### src/rtl/result_uart_tx.sv
// result_uart_tx: valid/ready result byte in, LSB-first 8N1 frame out on tx.
// Define RESULT_TX_PARITY_EN to insert an even-parity bit (8E1 framing).
module result_uart_tx #(
  parameter int CLK_DIV = 16
) (
  input  logic       clk,
  input  logic       reset,
  input  logic [7:0] data_in,
  input  logic       data_valid,
  output logic       data_ready,
  output logic       tx,
  output logic       busy
);

  localparam int CW = $clog2(CLK_DIV);
  localparam logic [CW-1:0] CNT_LAST = CW'(CLK_DIV - 1);

`ifdef RESULT_TX_PARITY_EN
  typedef enum logic [2:0] {
    IDLE   = 3'd0,
    START  = 3'd1,
    DATA   = 3'd2,
    PARITY = 3'd3,
    STOP   = 3'd4
  } state_e;
`else
  typedef enum logic [2:0] {
    IDLE  = 3'd0,
    START = 3'd1,
    DATA  = 3'd2,
    STOP  = 3'd4
  } state_e;
`endif

  state_e        state_q, state_d;
  logic [CW-1:0] cnt_q, cnt_d;
  logic [2:0]    bit_q, bit_d;
  logic [7:0]    shift_q, shift_d;
  logic [7:0]    hold_q, hold_d;
  logic          hold_full_q, hold_full_d;
  logic          tx_q, tx_d;
  logic          busy_q, busy_d;
`ifdef RESULT_TX_PARITY_EN
  logic          par_q, par_d;
`endif

  logic accept;
  logic last;
  logic load;

  always_comb begin
    accept      = data_valid && !hold_full_q;
    last        = (cnt_q == CNT_LAST);
    load        = 1'b0;
    state_d     = state_q;
    bit_d       = bit_q;
    shift_d     = shift_q;
    hold_d      = hold_q;
    hold_full_d = hold_full_q;
`ifdef RESULT_TX_PARITY_EN
    par_d       = par_q;
`endif

    unique case (state_q)
      IDLE: begin
        if (hold_full_q) begin
          state_d = START;
          load    = 1'b1;
        end
      end
      START: begin
        if (last) state_d = DATA;
      end
      DATA: begin
        if (last) begin
          shift_d = shift_q >> 1;
          bit_d   = bit_q + 3'd1;
          if (bit_q == 3'd7) begin
`ifdef RESULT_TX_PARITY_EN
            state_d = PARITY;
`else
            state_d = STOP;
`endif
          end
        end
      end
`ifdef RESULT_TX_PARITY_EN
      PARITY: begin
        if (last) state_d = STOP;
      end
`endif
      STOP: begin
        if (last) begin
          if (hold_full_q) begin
            state_d = START;
            load    = 1'b1;
          end else begin
            state_d = IDLE;
          end
        end
      end
      default: state_d = IDLE;
    endcase

    // Every bit period ends on last, so reloading there restarts each state.
    if (state_q == IDLE || last) cnt_d = '0;
    else                         cnt_d = cnt_q + CW'(1);

    if (load) begin
      shift_d     = hold_q;
      bit_d       = 3'd0;
      hold_full_d = 1'b0;
`ifdef RESULT_TX_PARITY_EN
      par_d       = ^hold_q;
`endif
    end
    if (accept) begin
      hold_d      = data_in;
      hold_full_d = 1'b1;
    end

    unique case (state_q)
      START:   tx_d = 1'b0;
      DATA:    tx_d = shift_q[0];
`ifdef RESULT_TX_PARITY_EN
      PARITY:  tx_d = par_q;
`endif
      default: tx_d = 1'b1;
    endcase

    busy_d = (state_q != IDLE) || hold_full_q;
  end

  always_ff @(posedge clk) begin
    if (reset) begin
      state_q     <= IDLE;
      cnt_q       <= '0;
      bit_q       <= 3'd0;
      shift_q     <= 8'd0;
      hold_q      <= 8'd0;
      hold_full_q <= 1'b0;
      tx_q        <= 1'b1;
      busy_q      <= 1'b0;
`ifdef RESULT_TX_PARITY_EN
      par_q       <= 1'b0;
`endif
    end else begin
      state_q     <= state_d;
      cnt_q       <= cnt_d;
      bit_q       <= bit_d;
      shift_q     <= shift_d;
      hold_q      <= hold_d;
      hold_full_q <= hold_full_d;
      tx_q        <= tx_d;
      busy_q      <= busy_d;
`ifdef RESULT_TX_PARITY_EN
      par_q       <= par_d;
`endif
    end
  end

  assign data_ready = !hold_full_q;
  assign tx         = tx_q;
  assign busy       = busy_q;

endmodule
### config.mk
export PLATFORM = sky130hd
export DESIGN_NAME = result_uart_tx
export DESIGN_NICKNAME = d
export VERILOG_FILES = /design/src/rtl/result_uart_tx.sv
export SDC_FILE = /design/constraint.sdc
export NUM_CORES = 1
export LEC_CHECK = 0
export ABC_AREA = 1
export ABC_CLOCK_PERIOD_IN_PS = 3550
export BUFFER_PORTS_ARGS = -buffer_cell sky130_fd_sc_hd__buf_2
export CORE_MARGIN = 5
export CORE_UTILIZATION = 60
export DETAILED_ROUTE_END_ITERATION = 16
export GPL_TIMING_DRIVEN = 1
export PLACE_DENSITY_LB_ADDON = 0.25
export SKIP_CTS_REPAIR_TIMING = 1
export SLEW_MARGIN = 20
export SYNTH_ARGS = -nofsm -noshare
export SYNTH_HDL_FRONTEND = slang
export SYNTH_SLANG_ARGS = --single-unit
### constraint.sdc
create_clock -name clk -period 3.55 [get_ports clk]
set_input_delay 0.355 -clock clk [delete_from_list [all_inputs] [get_ports clk]]
set_output_delay 0.355 -clock clk [all_outputs]
set_load 0.02 [all_outputs]
==> results of run 1 <==
[worst max-delay path, cell delays in order (launching register included)]
cell     delay [ns]
dfxtp_1        0.37
ha_1           0.26
nand3_4        0.18
nand2_4        0.12
nand3_4        0.12
nand2_2        0.11
inv_2          0.07
a21oi_1        0.14
nor2_1         0.05
[state kept, by name, summed over array words and instances, names as in the netlist]
| register | count |
|---|---|
| cnt_q | 4 |
| shift_q | 8 |
| tx | 1 |
| state_q | 3 |
| busy | 1 |
| bit_q | 3 |
| hold_q | 8 |
| hold_full_q | 1 |
[layout by cell type (no fill, tap or decap), drive strengths merged]
cell type / Yosys / routed
inv: 22 / 22
dfxtp: 29 / 29
a21oi: 20 / 20
buf: 1 / 13
nand3b: 1 / 1
clkbuf: 2 / 8
xnor2: 2 / 2
nand4: 2 / 2
o21ai: 16 / 16
ha: 3 / 3
nand2: 24 / 24
nor2: 19 / 19
nor3: 1 / 1
nand3: 8 / 8
o211ai: 1 / 1
xor2: 1 / 1
[layer usage]
metal	vias up	track usage (%)
met3	4	7.193
met1	468	18.54
li1	525	-
met4	0	7.292
met2	24	29.22
met5	-	0
[cells by family after synthesis]
group / share of synthesized area [%]
and+or+nand+nor: 25.75
adders and majority gates: 3.006
DFF: 46.49
xor gates and xnor gates: 2.105
buffers and inverters: 7.615
AOI/OAI and AO/OA: 15.03
[through the flow]
step                setup slack, ns  std cells
floorplan                     2.230        152
global placement              2.150        189
detailed placement            2.030        189
CTS                           2.015        197
global route                  1.876        197
finish                        2.026        197
[power groups by stage]
stage / Sequential (W) / Combinational [W] / Clock [W]
global route: 0.000372 / 0.000148 / 0.000210
finish: 0.000369 / 0.000131 / 0.000186
floorplan: 0.000379 / 0.0000965 / 0
CTS: 0.000369 / 0.000133 / 0.000193
detailed placement: 0.000377 / 0.000132 / 0
global placement: 0.000376 / 0.000126 / 0
[worst paths after layout]
path	endpoint	slack, ns	cells past startpoint	startpoint
min	hold_q[7]	0.28	3	data_in[7]
min reg2reg	hold_q[1]	0.45	2	hold_q[1]
max reg2reg	shift_q[1]	2.03	8	cnt_q[0]
max	shift_q[1]	2.03	8	cnt_q[0]
[area by class of cell]
class	count	share of cell area (%)
inverters	22	5.967
flip-flops and latches	29	41.95
well taps	27	2.441
clock buffers	8	3.526
multi-input cells	98	41.41
repair buffers	13	4.702
==> results.toml, run 1 <==
[synth]
synth_cell_types = 23
synth_commonest_cells = "dfxtp_1, a21oi_1, inv_1, nand2_1, nor2_1"
netlist_top_cells_area = "dfxtp_1, a21oi_1, o21ai_0"
synth.largest_area_cell = "dfxtp_1"
avgSynthCellArea_um2 = 8.215
synth_nets = 166
synth_top_area_share_pct = 46.49
yosys_warnings = 0
ys_seq_area_share_pct = 46.49
syn_inst = 152
ys_seq_elements = 29
synth-async-reset-ratio_pct = 0
syn_area_um2 = 1249
yosysMostFrequentCell = "dfxtp_1"
synth-edff-count = 0
ys.flop_type = "dfxtp_1"

[place]
port_buffers = 13
dp_hpwl_um = 1790
placed_cell_area_um2 = 1335
place_congestion = 0.8049

[job]
drv_cap = 0

[route]
wl_um = 2364
wl_met1_um = 995
dr.pass1.iters = 4
wl_met3_um = 132
drt-initial-drc-count = 26
top_layer = "met4"
via_per_inst = 5.183
met2_length_um = 1203
vias = 1021
drtAntennaViolNets = 0
wl_per_cell_um = 12.00
drc = 0

[final_layout]
drive_gt1_share_pct = 18.82
syn_to_final_growth_pct = 10.82
fin_util_pct = 69.82
nets = 183
antenna_cells = 0
stdcell_area_um2 = 1384
multi_input_area_um2 = 573.1
nFillCells = 162
register_area_um2 = 580.6

[die]
core.rowCount = 16
start_util_pct = 63.01
core_um2 = 1982
fp.dieArea_um2 = 3094
die_w_um = 55.62
dieHeight_um = 55.62
io_pins = 14

[power]
power_density_nw_per_um2 = 495.6
switching_share_pct = 31.02
combPwrFrac_pct = 19.1
internal_power_w = 0.0004731
finalPower_w = 0.0006859
ir_drop_uv = 375.2
p_sw_w = 0.0002127
power.leakage_nw = 0.6118
p_seq_share_pct = 53.8
pwr-share-clk_pct = 27.1

[sta]
setup_viol = 0
final.setup.tns_ns = 0
finalCriticalPeriod_ns = 1.524
max_freq_ghz = 0.6560
slew-limit-headroom_pct = 75.32
whs_ns = 0.2783
tightest_slew_ns = 0.3698
rsz0062_at_grt = "no"
fin_crit_sh_pct = 42.94
worst_clock_skew_ns = 0.003527
hold_viol = 0
final_max_slew_viol_count = 0

[grt]
grt_remaining_overflow = 0
grt_pass1_wl_um = 4133
grt_util_all_layers_pct = 17.17
grt_start_max_net_pins = 16
antenna_found_initial = 0
grt_pass1_vias = 985

[outcome]
status = "finished clean"

[clock_network]
cts_tree = "built"
cts_made_buffers = 5
clock-sinks = 29
clk_pin_slew_ns = 0.08
clockBufferDepth = 2
htreeDepth = 2
clkLatencyLatePin_ns = 0.32
cts_root_buf = "clkbuf_4"

[critical_path]
end_kind = "flop"
arrival_ns = 1.74
cp-start-kind = "flop"
crit_type = "reg2reg"
crit_fanout = 10
cp.required_ns = 3.77

[hold_path]
hold_class = "in2reg"
Power figures use the tool's default switching activity.
==> run 2, diff against run 1 <==
- ABC_CLOCK_PERIOD_IN_PS: 3550 -> 1300
- CORE_UTILIZATION: 60 -> 50
- clock period: 3.55 -> 1.3 ns (I/O delays scaled with it)
==> results.toml, run 2 (synthesis gave the netlist of run 1 again) <==
[clock_network]
cts_made_buffers = 5
clock-sinks = 29
clkLatencyLatePin_ns = 0.34
clockBufferDepth = 2
htreeDepth = 2
cts_tree = "built"
cts_root_buf = "clkbuf_4"
clk_pin_slew_ns = 0.09

[die]
core.rowCount = 18
fp.dieArea_um2 = 3597
io_pins = 14
start_util_pct = 51.34
die_w_um = 59.98
dieHeight_um = 59.98
core_um2 = 2432

[final_layout]
mostFrequentLayoutCells = "dfxtp_1, nand2_1, inv_1, nor2_1, a21oi_1"
antenna_cells = 0
multi_input_area_um2 = 633.1
register_area_um2 = 586.8
layout_commonest_cell = "dfxtp_1"
nFillCells = 223
nets = 190
drive_gt1_share_pct = 31.64
fin_util_pct = 62.55
largestRegisters = "hold_q: 8 flops, shift_q: 8 flops, cnt_q: 4 flops"
syn_to_final_growth_pct = 21.84

[sta]
worst_clock_skew_ns = 0.008920
slew-limit-headroom_pct = 76.60
final_max_slew_viol_count = 0
hold_viol = 0
rsz0062_at_grt = "yes"
whs_ns = 0.02286
tightest_slew_ns = 0.3505
setup_viol = 0
fin_ws_ns = 0.01964
max_freq_ghz = 0.7810
fin_crit_sh_pct = 98.49
finalCriticalPeriod_ns = 1.280
final.setup.tns_ns = 0

[power]
ir_drop_uv = 984.7
p_seq_share_pct = 49.2
power_density_nw_per_um2 = 1361
combPwrFrac_pct = 20.0
finalPower_w = 0.002071
internal_power_w = 0.001420
power.leakage_nw = 0.6564
pwr-share-clk_pct = 30.8
p_sw_w = 0.0006510
switching_share_pct = 31.43

[critical_path]
crit_family = "simple AND/OR/NAND/NOR gates"
reg2reg_depth = 8
cp.required_ns = 1.52
critPathBufInv = 1
crit_path_start = "cnt_q[1]"
end_kind = "flop"
crit_slowest_cell = "dfxtp_2"
arrival_ns = 1.50
r2r-end = "shift_q[2]"
worstReg2RegStart = "cnt_q[1]"
cp-start-kind = "flop"
reg2reg_slack_ns = 0.02
crit_fanout = 7
cp_cell_sequence = "ha_4 -> nand3_4 -> nand2_4 -> nand3_4 -> nand2_4 -> inv_6 -> a21oi_2 -> nor2_1"
crit_type = "reg2reg"
critPathMaxStageDelay_ns = 0.36

[route]
wl_per_cell_um = 12.42
drc = 0
vias = 1061
drtAntennaViolNets = 0
wl_um = 2571
dr.pass1.iters = 4
via_per_inst = 5.126
drt-initial-drc-count = 28

[outcome]
status = "finished clean"

[place]
port_buffers = 13
dp_hpwl_um = 1686
place_congestion = 0.8212
place_ws_ns = -0.08281

[hold_path]
hp-start = "data_in[7]"
holdPathStages = 3
hold_class = "in2reg"
whs_endpoint = "hold_q[7]"

[grt]
grt_start_max_net_pins = 16
antenna_found_initial = 0
grt_pass1_wl_um = 3974
grt_remaining_overflow = 0
grt_pass1_vias = 937
grt_util_all_layers_pct = 14.88

[job]
drv_cap = 0
==> run 2: worst max-delay path by stage <==
stage                       to  slack, ns  cells after the start
CTS                 shift_q[6]      -0.10                      8
detailed placement  shift_q[6]      -0.08                      8
global route        shift_q[0]      -0.07                      8
global placement    shift_q[6]      -0.03                      8
finish              shift_q[2]       0.02                      8
floorplan           shift_q[1]      0.001                      8
==> run 2: final cells by class <==
class / instances / area share [%]
flip-flops and latches: 29 / 38.57
multi-input cells: 100 / 41.61
repair buffers: 18 / 6.990
well taps: 30 / 2.467
inverters: 22 / 5.757
clock inverters: 1 / 0.3289
clock buffers: 7 / 4.276
==> run 2: worst min-delay path, stage by stage <==
cell and delay (ns):
buf_2 0.07, nor2_1 0.03, nor2_1 0.08
==> run 2: through the flow <==
| stage | cells | area [um2] |
|---|---|---|
| floorplan | 152 | 1251 |
| global placement | 195 | 1364 |
| detailed placement | 195 | 1364 |
| CTS | 203 | 1434 |
| global route | 207 | 1521 |
| finish | 207 | 1521 |
==> run 2: routing by layer <==
metal / share of wire [%] / GRT usage, %
met1: 43 / 18.17
met2: 50 / 23.46
met3: 5.6 / 5.832
met4: 1.8 / 5.696
met5: 0 / 0
==> run 2: power groups by stage <==
stage	Clock, W	Sequential, W	Combinational [W]
floorplan	0	0.00104	0.000264
global placement	0	0.00103	0.000356
detailed placement	0	0.00103	0.000366
CTS	0.000637	0.00101	0.000369
global route	0.000696	0.00103	0.000463
finish	0.000637	0.00102	0.000414
==> run 3, diff against run 2 <==
- CORE_MARGIN: 5 -> 2
==> results.toml, run 3 (synthesis gave the netlist of run 1 again) <==
[outcome]
status = "finished clean"

[sta]
finalCriticalPeriod_ns = 1.281
setup_viol = 0
max_freq_ghz = 0.7809
fin_crit_sh_pct = 98.51
tightest_slew_ns = 0.3513
slew-limit-headroom_pct = 76.55
hold_viol = 0
worst_clock_skew_ns = 0.007735
rsz0062_at_grt = "yes"
final_max_slew_viol_count = 0
fin_ws_ns = 0.01935

[place]
dp_hpwl_um = 1658
placed_cell_area_um2 = 1371
port_buffers = 13
place_congestion = 0.7193
place_ws_ns = -0.03417

[route]
wl_um = 2340
vias = 1015
drt-initial-drc-count = 26
drc = 0
wl_per_cell_um = 11.36
dr.pass1.iters = 4
via_per_inst = 4.927
drtAntennaViolNets = 0

[final_layout]
syn_to_final_growth_pct = 20.84
drive_gt1_share_pct = 30.68
largestRegisters = "hold_q: 8 flops, shift_q: 8 flops, cnt_q: 4 flops"
antenna_cells = 0
nets = 190
mostFrequentLayoutCells = "dfxtp_1, nand2_1, inv_1, nor2_1, a21oi_1"
stdcell_area_um2 = 1509
layout_commonest_cell = "dfxtp_1"
fin_util_pct = 62.62
nFillCells = 234

[clock_network]
cts_made_buffers = 5
clock-sinks = 29
htreeDepth = 2
clkLatencyLatePin_ns = 0.32
cts_tree = "built"
clockBufferDepth = 2
cts_root_buf = "clkbuf_4"
clk_pin_slew_ns = 0.09

[grt]
grt_start_max_net_pins = 16
antenna_found_initial = 0
grt_util_all_layers_pct = 18.13
grt_pass1_vias = 935
grt_remaining_overflow = 0
grt_pass1_wl_um = 3670

[hold_path]
hp-start = "data_in[7]"
hold_class = "in2reg"
holdPathStages = 3

[critical_path]
crit_path_start = "cnt_q[1]"
crit_type = "reg2reg"
worstReg2RegStart = "cnt_q[1]"
cp.required_ns = 1.51
arrival_ns = 1.49
reg2reg_depth = 8
crit_fanout = 7
cp-start-kind = "flop"
end_kind = "flop"

[die]
dieHeight_um = 53.98
fp.dieArea_um2 = 2913
core.rowCount = 18
io_pins = 14
die_w_um = 53.98
core_um2 = 2410
start_util_pct = 51.82

[power]
power.leakage_nw = 0.6458
ir_drop_uv = 769.6
power_density_nw_per_um2 = 1311
finalPower_w = 0.001978

[job]
drv_cap = 0
==> run 3: changes by cell type in the layout (fill, tap and decap cells not counted), sizes merged <==
cell | previous run | this run
clkinv | 1 | 0
==> run 3: through the flow <==
step	setup TNS, ns	hold slack, ns	std cells
6_report	0	0.05317	206
5_1_grt	-0.2871	0.03972	206
4_1_cts	-0.3319	0.04539	203
3_5_place_dp	-0.1815	0.3821	196
3_3_place_gp	-0.0006681	0.3597	196
2_1_floorplan	0	0.2649	152
==> run 3: final timing paths <==
kind / endpoint / slack (ns)
setup reg to reg: shift_q[2] / 0.02
hold / removal: hold_q[7] / 0.05
setup / recovery: shift_q[2] / 0.02
hold reg to reg: hold_q[0] / 0.46
==> run 3: layer usage <==
layer	share of wire (%)	global-route usage (%)	vias up
met5	0	0	-
met2	48	30.28	22
li1	-	-	542
met1	47	20.31	449
met3	4.2	7.500	2
met4	0.64	7.500	0
==> run 3: critical path, cell delays in order, from the launching register on <==
cell and delay [ns]:
dfxtp_2 0.36, ha_4 0.15, nand3_4 0.10, nand2_4 0.12, nand3_4 0.11, nand2_4 0.11, inv_6 0.05, a21oi_2 0.12
nor2_1 0.05
==> run 3: cell type report <==
type,count,area [um2],area share [%]
multi-input combinational,100,636.9,42.21
sequential,29,585.6,38.81
timing repair buffer,18,106.4,7.048
inverter,22,87.58,5.804
clock buffer,7,55.05,3.648
tap,30,37.54,2.488
==> run 3: power breakdown <==
group          switching (W)  total, W  internal (W)  leakage [nW]
Clock               0.000295  0.000550      0.000255        0.0314
Combinational       0.000269  0.000409      0.000140         0.376
Sequential         0.0000574   0.00102      0.000962         0.239
Total               0.000621   0.00198       0.00136         0.646
